<file path="src/rtl/ahbl_splitter_n_if.sv">
// AHB-Lite splitter bus bundle: upstream slave port plus the fanned-out sub-bus.
interface ahbl_splitter_n_if #(
    parameter int unsigned NS = 4
);
    logic               HSEL;
    logic [31:0]        HADDR;
    logic [1:0]         HTRANS;
    logic               HREADY;
    logic               HRESP;
    logic [31:0]        HRDATA;
    logic [NS-1:0]      S_HSEL;
    logic [NS*32-1:0]   S_HRDATA;
    logic [NS-1:0]      S_HREADYOUT;
    logic [NS-1:0]      S_HRESP;
    logic [NS-1:0]      HUNG;
    logic               TO_EVT;

    modport slave (
        input  HSEL, HADDR, HTRANS, S_HRDATA, S_HREADYOUT, S_HRESP,
        output HREADY, HRESP, HRDATA, S_HSEL, HUNG, TO_EVT
    );

    modport master (
        output HSEL, HADDR, HTRANS, S_HRDATA, S_HREADYOUT, S_HRESP,
        input  HREADY, HRESP, HRDATA, S_HSEL, HUNG, TO_EVT
    );
endinterface

</file>
<file path="src/rtl/ahbl_splitter_n.sv">
// AHB-Lite 1:NS splitter with built-in error slave, per-transfer watchdog
// and sticky isolation of slaves that stop answering.
module ahbl_splitter_n #(
    parameter int unsigned NS       = 4,
    parameter int unsigned DEC_MSB  = 27,
    parameter int unsigned DEC_LSB  = 24,
    parameter logic [NS*(DEC_MSB-DEC_LSB+1)-1:0] SLOT_IDS = {4'h3, 4'h2, 4'h1, 4'h0},
    parameter int unsigned TIMEOUT  = 256,
    parameter logic [31:0] BAD_DATA = 32'hBADDBEEF
) (
    input  logic              HCLK,
    input  logic              HRESET,
    ahbl_splitter_n_if.slave  bus
);
    localparam int unsigned DW    = DEC_MSB - DEC_LSB + 1;
    localparam int unsigned OW    = (NS > 1) ? $clog2(NS) : 1;
    localparam int unsigned WW    = (TIMEOUT > 2) ? $clog2(TIMEOUT) : 1;
    localparam bit          WD_EN = (TIMEOUT != 0);

    typedef enum logic [1:0] {IDLE, FWD, ERR1, ERR2} state_e;

    state_e         state_q, state_d;
    logic [OW-1:0]  own_q, own_d;
    logic [WW-1:0]  wcnt_q, wcnt_d;
    logic [NS-1:0]  hung_q, hung_d;
    logic           to_evt_q, to_evt_d;

    logic [DW-1:0]  field;
    logic [NS-1:0]  match_oh;
    logic           hit;
    logic [OW-1:0]  tgt;
    logic           acc;
    logic           slave_wait;
    logic           fire;
    logic           hready_c;
    logic           hresp_c;
    logic [31:0]    hrdata_c;
    logic           unused_bits;

    assign field       = bus.HADDR[DEC_MSB:DEC_LSB];
    assign unused_bits = ^{bus.HADDR, bus.HTRANS[0]};

    // Priority decode: scanning downwards leaves the lowest matching slot.
    always_comb begin
        match_oh = '0;
        hit      = 1'b0;
        tgt      = '0;
        for (int k = NS - 1; k >= 0; k--) begin
            if (field == SLOT_IDS[k*DW +: DW]) begin
                hit = 1'b1;
                tgt = OW'(k);
            end
        end
        if (hit) match_oh[tgt] = 1'b1;
    end

    assign bus.S_HSEL = {NS{bus.HSEL}} & match_oh & ~hung_q;
    assign acc        = bus.HSEL & bus.HTRANS[1] & hready_c;

    // Data-phase response mux.
    always_comb begin
        hready_c = 1'b1;
        hresp_c  = 1'b0;
        hrdata_c = BAD_DATA;
        unique case (state_q)
            FWD: begin
                hready_c = bus.S_HREADYOUT[own_q];
                hresp_c  = bus.S_HRESP[own_q];
                hrdata_c = bus.S_HRDATA[{own_q, 5'd0} +: 32];
            end
            ERR1: begin
                hready_c = 1'b0;
                hresp_c  = 1'b1;
            end
            ERR2: hresp_c = 1'b1;
            default: ;
        endcase
    end

    assign slave_wait = (state_q == FWD) && !bus.S_HREADYOUT[own_q];
    assign fire       = WD_EN && slave_wait && (wcnt_q == WW'(TIMEOUT - 1));

    // Next-state: new data phase on every ready cycle, else error sequencing or watchdog.
    always_comb begin
        state_d  = state_q;
        own_d    = own_q;
        wcnt_d   = wcnt_q;
        hung_d   = hung_q;
        to_evt_d = 1'b0;
        if (hready_c) begin
            wcnt_d = '0;
            if (acc) begin
                if (hit && !hung_q[tgt]) begin
                    state_d = FWD;
                    own_d   = tgt;
                end else begin
                    state_d = ERR1;
                end
            end else begin
                state_d = IDLE;
            end
        end else if (state_q == ERR1) begin
            state_d = ERR2;
        end else if (fire) begin
            state_d       = ERR1;
            hung_d[own_q] = 1'b1;
            to_evt_d      = 1'b1;
            wcnt_d        = '0;
        end else if (WD_EN && slave_wait) begin
            wcnt_d = wcnt_q + 1'b1;
        end
    end

    always_ff @(posedge HCLK) begin
        if (HRESET) begin
            state_q  <= IDLE;
            own_q    <= '0;
            wcnt_q   <= '0;
            hung_q   <= '0;
            to_evt_q <= 1'b0;
        end else begin
            state_q  <= state_d;
            own_q    <= own_d;
            wcnt_q   <= wcnt_d;
            hung_q   <= hung_d;
            to_evt_q <= to_evt_d;
        end
    end

    assign bus.HREADY = hready_c;
    assign bus.HRESP  = hresp_c;
    assign bus.HRDATA = hrdata_c;
    assign bus.HUNG   = hung_q;
    assign bus.TO_EVT = to_evt_q;
endmodule

</file>
<file path="src/flat_wrapper.sv">
// flat-port wrapper written by rule: the top's interface ports become plain ports
module ahbl_splitter_n_flat 
#(
    parameter int unsigned NS       = 4,
    parameter int unsigned DEC_MSB  = 27,
    parameter int unsigned DEC_LSB  = 24,
    parameter logic [NS*(DEC_MSB-DEC_LSB+1)-1:0] SLOT_IDS = {4'h3, 4'h2, 4'h1, 4'h0},
    parameter int unsigned TIMEOUT  = 256,
    parameter logic [31:0] BAD_DATA = 32'hBADDBEEF
)
  (HCLK, HRESET, bus_HSEL, bus_HADDR, bus_HTRANS, bus_S_HRDATA, bus_S_HREADYOUT, bus_S_HRESP, bus_HREADY, bus_HRESP, bus_HRDATA, bus_S_HSEL, bus_HUNG, bus_TO_EVT);
  ahbl_splitter_n_if #(.NS(NS)) bus_i ();
  input  logic HCLK;
  input  logic HRESET;
  input wire logic [$bits(bus_i.HSEL)-1:0] bus_HSEL;
  input wire logic [$bits(bus_i.HADDR)-1:0] bus_HADDR;
  input wire logic [$bits(bus_i.HTRANS)-1:0] bus_HTRANS;
  input wire logic [$bits(bus_i.S_HRDATA)-1:0] bus_S_HRDATA;
  input wire logic [$bits(bus_i.S_HREADYOUT)-1:0] bus_S_HREADYOUT;
  input wire logic [$bits(bus_i.S_HRESP)-1:0] bus_S_HRESP;
  output wire logic [$bits(bus_i.HREADY)-1:0] bus_HREADY;
  output wire logic [$bits(bus_i.HRESP)-1:0] bus_HRESP;
  output wire logic [$bits(bus_i.HRDATA)-1:0] bus_HRDATA;
  output wire logic [$bits(bus_i.S_HSEL)-1:0] bus_S_HSEL;
  output wire logic [$bits(bus_i.HUNG)-1:0] bus_HUNG;
  output wire logic [$bits(bus_i.TO_EVT)-1:0] bus_TO_EVT;
  assign bus_i.HSEL = bus_HSEL;
  assign bus_i.HADDR = bus_HADDR;
  assign bus_i.HTRANS = bus_HTRANS;
  assign bus_i.S_HRDATA = bus_S_HRDATA;
  assign bus_i.S_HREADYOUT = bus_S_HREADYOUT;
  assign bus_i.S_HRESP = bus_S_HRESP;
  assign bus_HREADY = bus_i.HREADY;
  assign bus_HRESP = bus_i.HRESP;
  assign bus_HRDATA = bus_i.HRDATA;
  assign bus_S_HSEL = bus_i.S_HSEL;
  assign bus_HUNG = bus_i.HUNG;
  assign bus_TO_EVT = bus_i.TO_EVT;
  ahbl_splitter_n #(.NS(NS), .DEC_MSB(DEC_MSB), .DEC_LSB(DEC_LSB), .SLOT_IDS(SLOT_IDS), .TIMEOUT(TIMEOUT), .BAD_DATA(BAD_DATA)) u_core (.HCLK(HCLK), .HRESET(HRESET), .bus(bus_i));
endmodule
</file>
<file path="config.mk">
export PLATFORM = sky130hd
export DESIGN_NAME = ahbl_splitter_n_flat
export DESIGN_NICKNAME = d
export VERILOG_FILES = /design/src/rtl/ahbl_splitter_n_if.sv /design/src/rtl/ahbl_splitter_n.sv /design/src/flat_wrapper.sv
export SDC_FILE = /design/constraint.sdc
export NUM_CORES = 1
export LEC_CHECK = 0
export BUFFER_PORTS_ARGS = -buffer_cell sky130_fd_sc_hd__buf_2
export CAP_MARGIN = 10
export CORE_ASPECT_RATIO = 0.9
export CORE_MARGIN = 4
export CORE_UTILIZATION = 34
export DETAILED_ROUTE_END_ITERATION = 16
export PLACE_DENSITY = 0.81
export SLEW_MARGIN = 20
export SYNTH_ARGS = -nofsm -noshare
export SYNTH_HDL_FRONTEND = slang
export SYNTH_SLANG_ARGS = --single-unit
export TNS_END_PERCENT = 10
</file>
<file path="constraint.sdc">
create_clock -name HCLK -period 2.5 [get_ports HCLK]
set_clock_uncertainty 0.15 [all_clocks]
set_input_delay 0.25 -clock HCLK [delete_from_list [all_inputs] [get_ports HCLK]]
set_output_delay 0.25 -clock HCLK [all_outputs]
set_load 0.01 [all_outputs]
</file>
==> results_dict.tcl <==
set metrics [dict create \
    worstSetupPathType "reg -> out" \
    fmax_mhz 435 \
    yosys-top-cells-count "33 x mux4_2, 25 x nand2b_1, 17 x dfxtp_1" \
    peakVddDrop_uv 352 \
    synth_cell_types 43 \
    drt_iter0_markers 82 \
    die_area_mm2 0.00683 \
    post_cts_resized 0 \
    crit_required_ns 2.10 \
    synthArstFlopShare 0 \
    fp-row-count 25 \
    area_growth_pct 55.3 \
    cts.sinks 17 \
    final_nets 536 \
    antenna_found_initial 1 \
    yosys_warnings 0 \
    synth_top_family_by_area "multiplexers" \
    holdBufCountCts 0 \
    synthTopCellsByArea "mux4_2 39%, dfxtp_1 18%, nand2b_1 8.3%" \
    wire_per_inst_um 17.3 \
    layout.cells.non_filler 429 \
    dp_hpwl_um 6320 \
    synthFlopType "dfxtp_1" \
    syn_inst 180 \
    intPower_w 0.000562 \
    start_util 0.356 \
    setup_viol 0 \
    final-hold-violation-count 0 \
    drtPass1Iterations 4 \
    track_usage 0.209 \
    synth-xor-area-share 0 \
    post-route-drc-count 0 \
    io_pins 216 \
    ys_seq_elements 17 \
    drv_slew 0 \
    syn-num-nets 354 \
    yosys.cell_count.top_type "mux4_2" \
    die_h_um 78.8 \
    yosysSeqAreaShare 0.180 \
    critPathMaxFanout 26 \
    fin_crit_sh 0.919 \
    maxCapViolCount 0 \
    routed_wl_um 7410 \
    grt_overflow 0 \
    status "complete, no violations" \
    grt_max_degree 33 \
    drive_above_1_share 0.648 \
    synth_compound_area_frac 0.124 \
    min_path_type "in -> reg" \
    relSlewSlack 0.680 \
    avgSynthCellArea_um2 10.5 \
    yosys.area_share.simple 0.239 \
    slowest_delay_ns 0.57 \
    fp.coreArea_mm2 0.00532 \
    pwr_density_cell_mw_per_mm2 263 \
    clk_pin_slew_worst_paths_ns 0.06 \
    yosys.area.top_type_share 0.393 \
    port_buffers 186 \
    pwr-share-seq 0.363 \
    power_switching_w 0.000211 \
    die_x_um 86.7 \
    pwr-share-comb 0.380 \
    ant_nets 0 \
    path_cells "buf_4 > mux4_2 > nand2b_1 > buf_2" \
    leakagePower_nw 1.27 \
    cts_buffers 3 \
    post_cts_buffers 0 \
    cts_tree "yes" \
    clk_latency_ns 0.25 \
    htreeDepth 1 \
    tightest_slew_ns 0.480 \
    grt_first_pass_wirelength_um 11400 \
    cts.path.max_buffers 2 \
    cp-end-kind "output port" \
    yosysTopAreaCell "mux4_2" \
    cp_top_family "buffers and inverters" \
    dp.cells 424 \
    slowest_stage "mux4_2" \
    startpoint_type "flop" \
    syn-cell-area_mm2 0.00189 \
    critical_path_arrival_ns 1.90 \
    synthMuxAreaShare 0.415 \
    synth-edff-count 0 \
    path_buf_inv 2 \
    switching_share 0.273 \
    pwr-share-clk 0.258 \
    fin_crit_ns 2.30 \
    root_buffer "clkbuf_8" \
    grt_pass1_vias 2420 \
    rsz0062_at_grt "false" \
    post-route-util 0.553 \
    setup_tns_ns 0 \
    synthAdderAreaFrac 0.00661 \
    vias 2292 \
    gp_congestion 0.880 \
    via_per_inst 5.34 \
]
-- state kept, by name, indices dropped and copies added (netlist names) --
name,cells
u_core.bus.HUNG,4
u_core.bus.TO_EVT,1
u_core.own_q,2
u_core.state_q,2
u_core.wcnt_q,8
-- path summary, 6_finish.rpt --
check        slack [ns]               end  depth (start not counted)         startpoint
max                0.20     bus_HRDATA[9]                          4    u_core.own_q[0]
min                0.16   u_core.own_q[0]                          2             HRESET
min reg2reg        0.34  u_core.wcnt_q[5]                          2   u_core.wcnt_q[5]
max reg2reg        0.50  u_core.wcnt_q[5]                          4  u_core.state_q[0]
-- worst register-to-register path, cell delays in order (launching register included) --
cell and delay [ns]:
dfxtp_1 0.39, or3b_4 0.42, o22a_4 0.30, or4_1 0.52, a21oi_1 0.15
-- per-layer routing --
| layer | vias up | GRT usage | routed length (um) |
|---|---|---|---|
| met3 | 22 | 0.0456 | 614 |
| met4 | 0 | 0.0935 | 255 |
| met2 | 109 | 0.402 | 4090 |
| li1 | 1086 | - | - |
| met5 | - | 0 | 0 |
| met1 | 1075 | 0.213 | 2440 |
-- metrics by stage --
stage | hold slack (ns) | power, W | area (um^2) | worst slack (ns)
finish | 0.161 | 0.000773 | 2940 | 0.203
global route | 0.163 | 0.000829 | 2940 | 0.0557
detailed placement | 0.327 | 0.000581 | 2890 | 0.434
floorplan | 0.179 | 0.000422 | 1890 | 0.444
CTS | 0.161 | 0.000783 | 2940 | 0.162
global placement | 0.315 | 0.000575 | 2890 | 0.457
-- layout by cell type (no fill, tap or decap), types with 2 or more instances in the layout --
cell type / Yosys / final
a21oi_1: 8 / 8
a22oi_1: 2 / 2
a31oi_1: 2 / 2
a41oi_1: 2 / 2
and2_1: 8 / 8
and4_1: 2 / 2
buf_2: 4 / 186
buf_4: 0 / 5
clkbuf_8: 0 / 3
dfxtp_1: 17 / 16
inv_1: 3 / 3
mux2_2: 2 / 2
mux2i_1: 2 / 2
mux4_2: 33 / 33
nand2_1: 5 / 5
nand2b_1: 25 / 25
nand3_1: 8 / 8
nand3b_1: 2 / 2
nand4_1: 2 / 2
nor2_1: 6 / 6
nor3_1: 5 / 5
nor3b_1: 3 / 3
o21ai_0: 4 / 4
o31ai_1: 3 / 3
or3_1: 3 / 3
or4_1: 2 / 2
-- cell families after synthesis --
group                    count (synthesis)
flip-flops                              17
AO/OA/AOI/OAI                           32
AND/OR/NAND/NOR                         76
adder cells (fa/ha/maj)                  1
buffers and inverters                   17
multiplexers                            37
-- power by group through the flow --
| stage | clock network (W) | registers, W | logic [W] |
|---|---|---|---|
| global placement | 0 | 0.000286 | 0.000288 |
| detailed placement | 0 | 0.000286 | 0.000295 |
| CTS | 0.000206 | 0.000280 | 0.000296 |
| finish | 0.000199 | 0.000280 | 0.000293 |
| floorplan | 0 | 0.000285 | 0.000137 |
| global route | 0.000225 | 0.000281 | 0.000323 |
-- layout make-up --
cell class	count	area [um^2]
Sequential cell	17	342
Fill cell	482	2380
Antenna cell	1	2.50
Timing Repair Buffer	191	968
Clock buffer	4	45.0
Tap cell	67	83.8
Inverter	3	11.3
Multi-Input combinational cell	146	1490
Power figures use the tool's default switching activity.
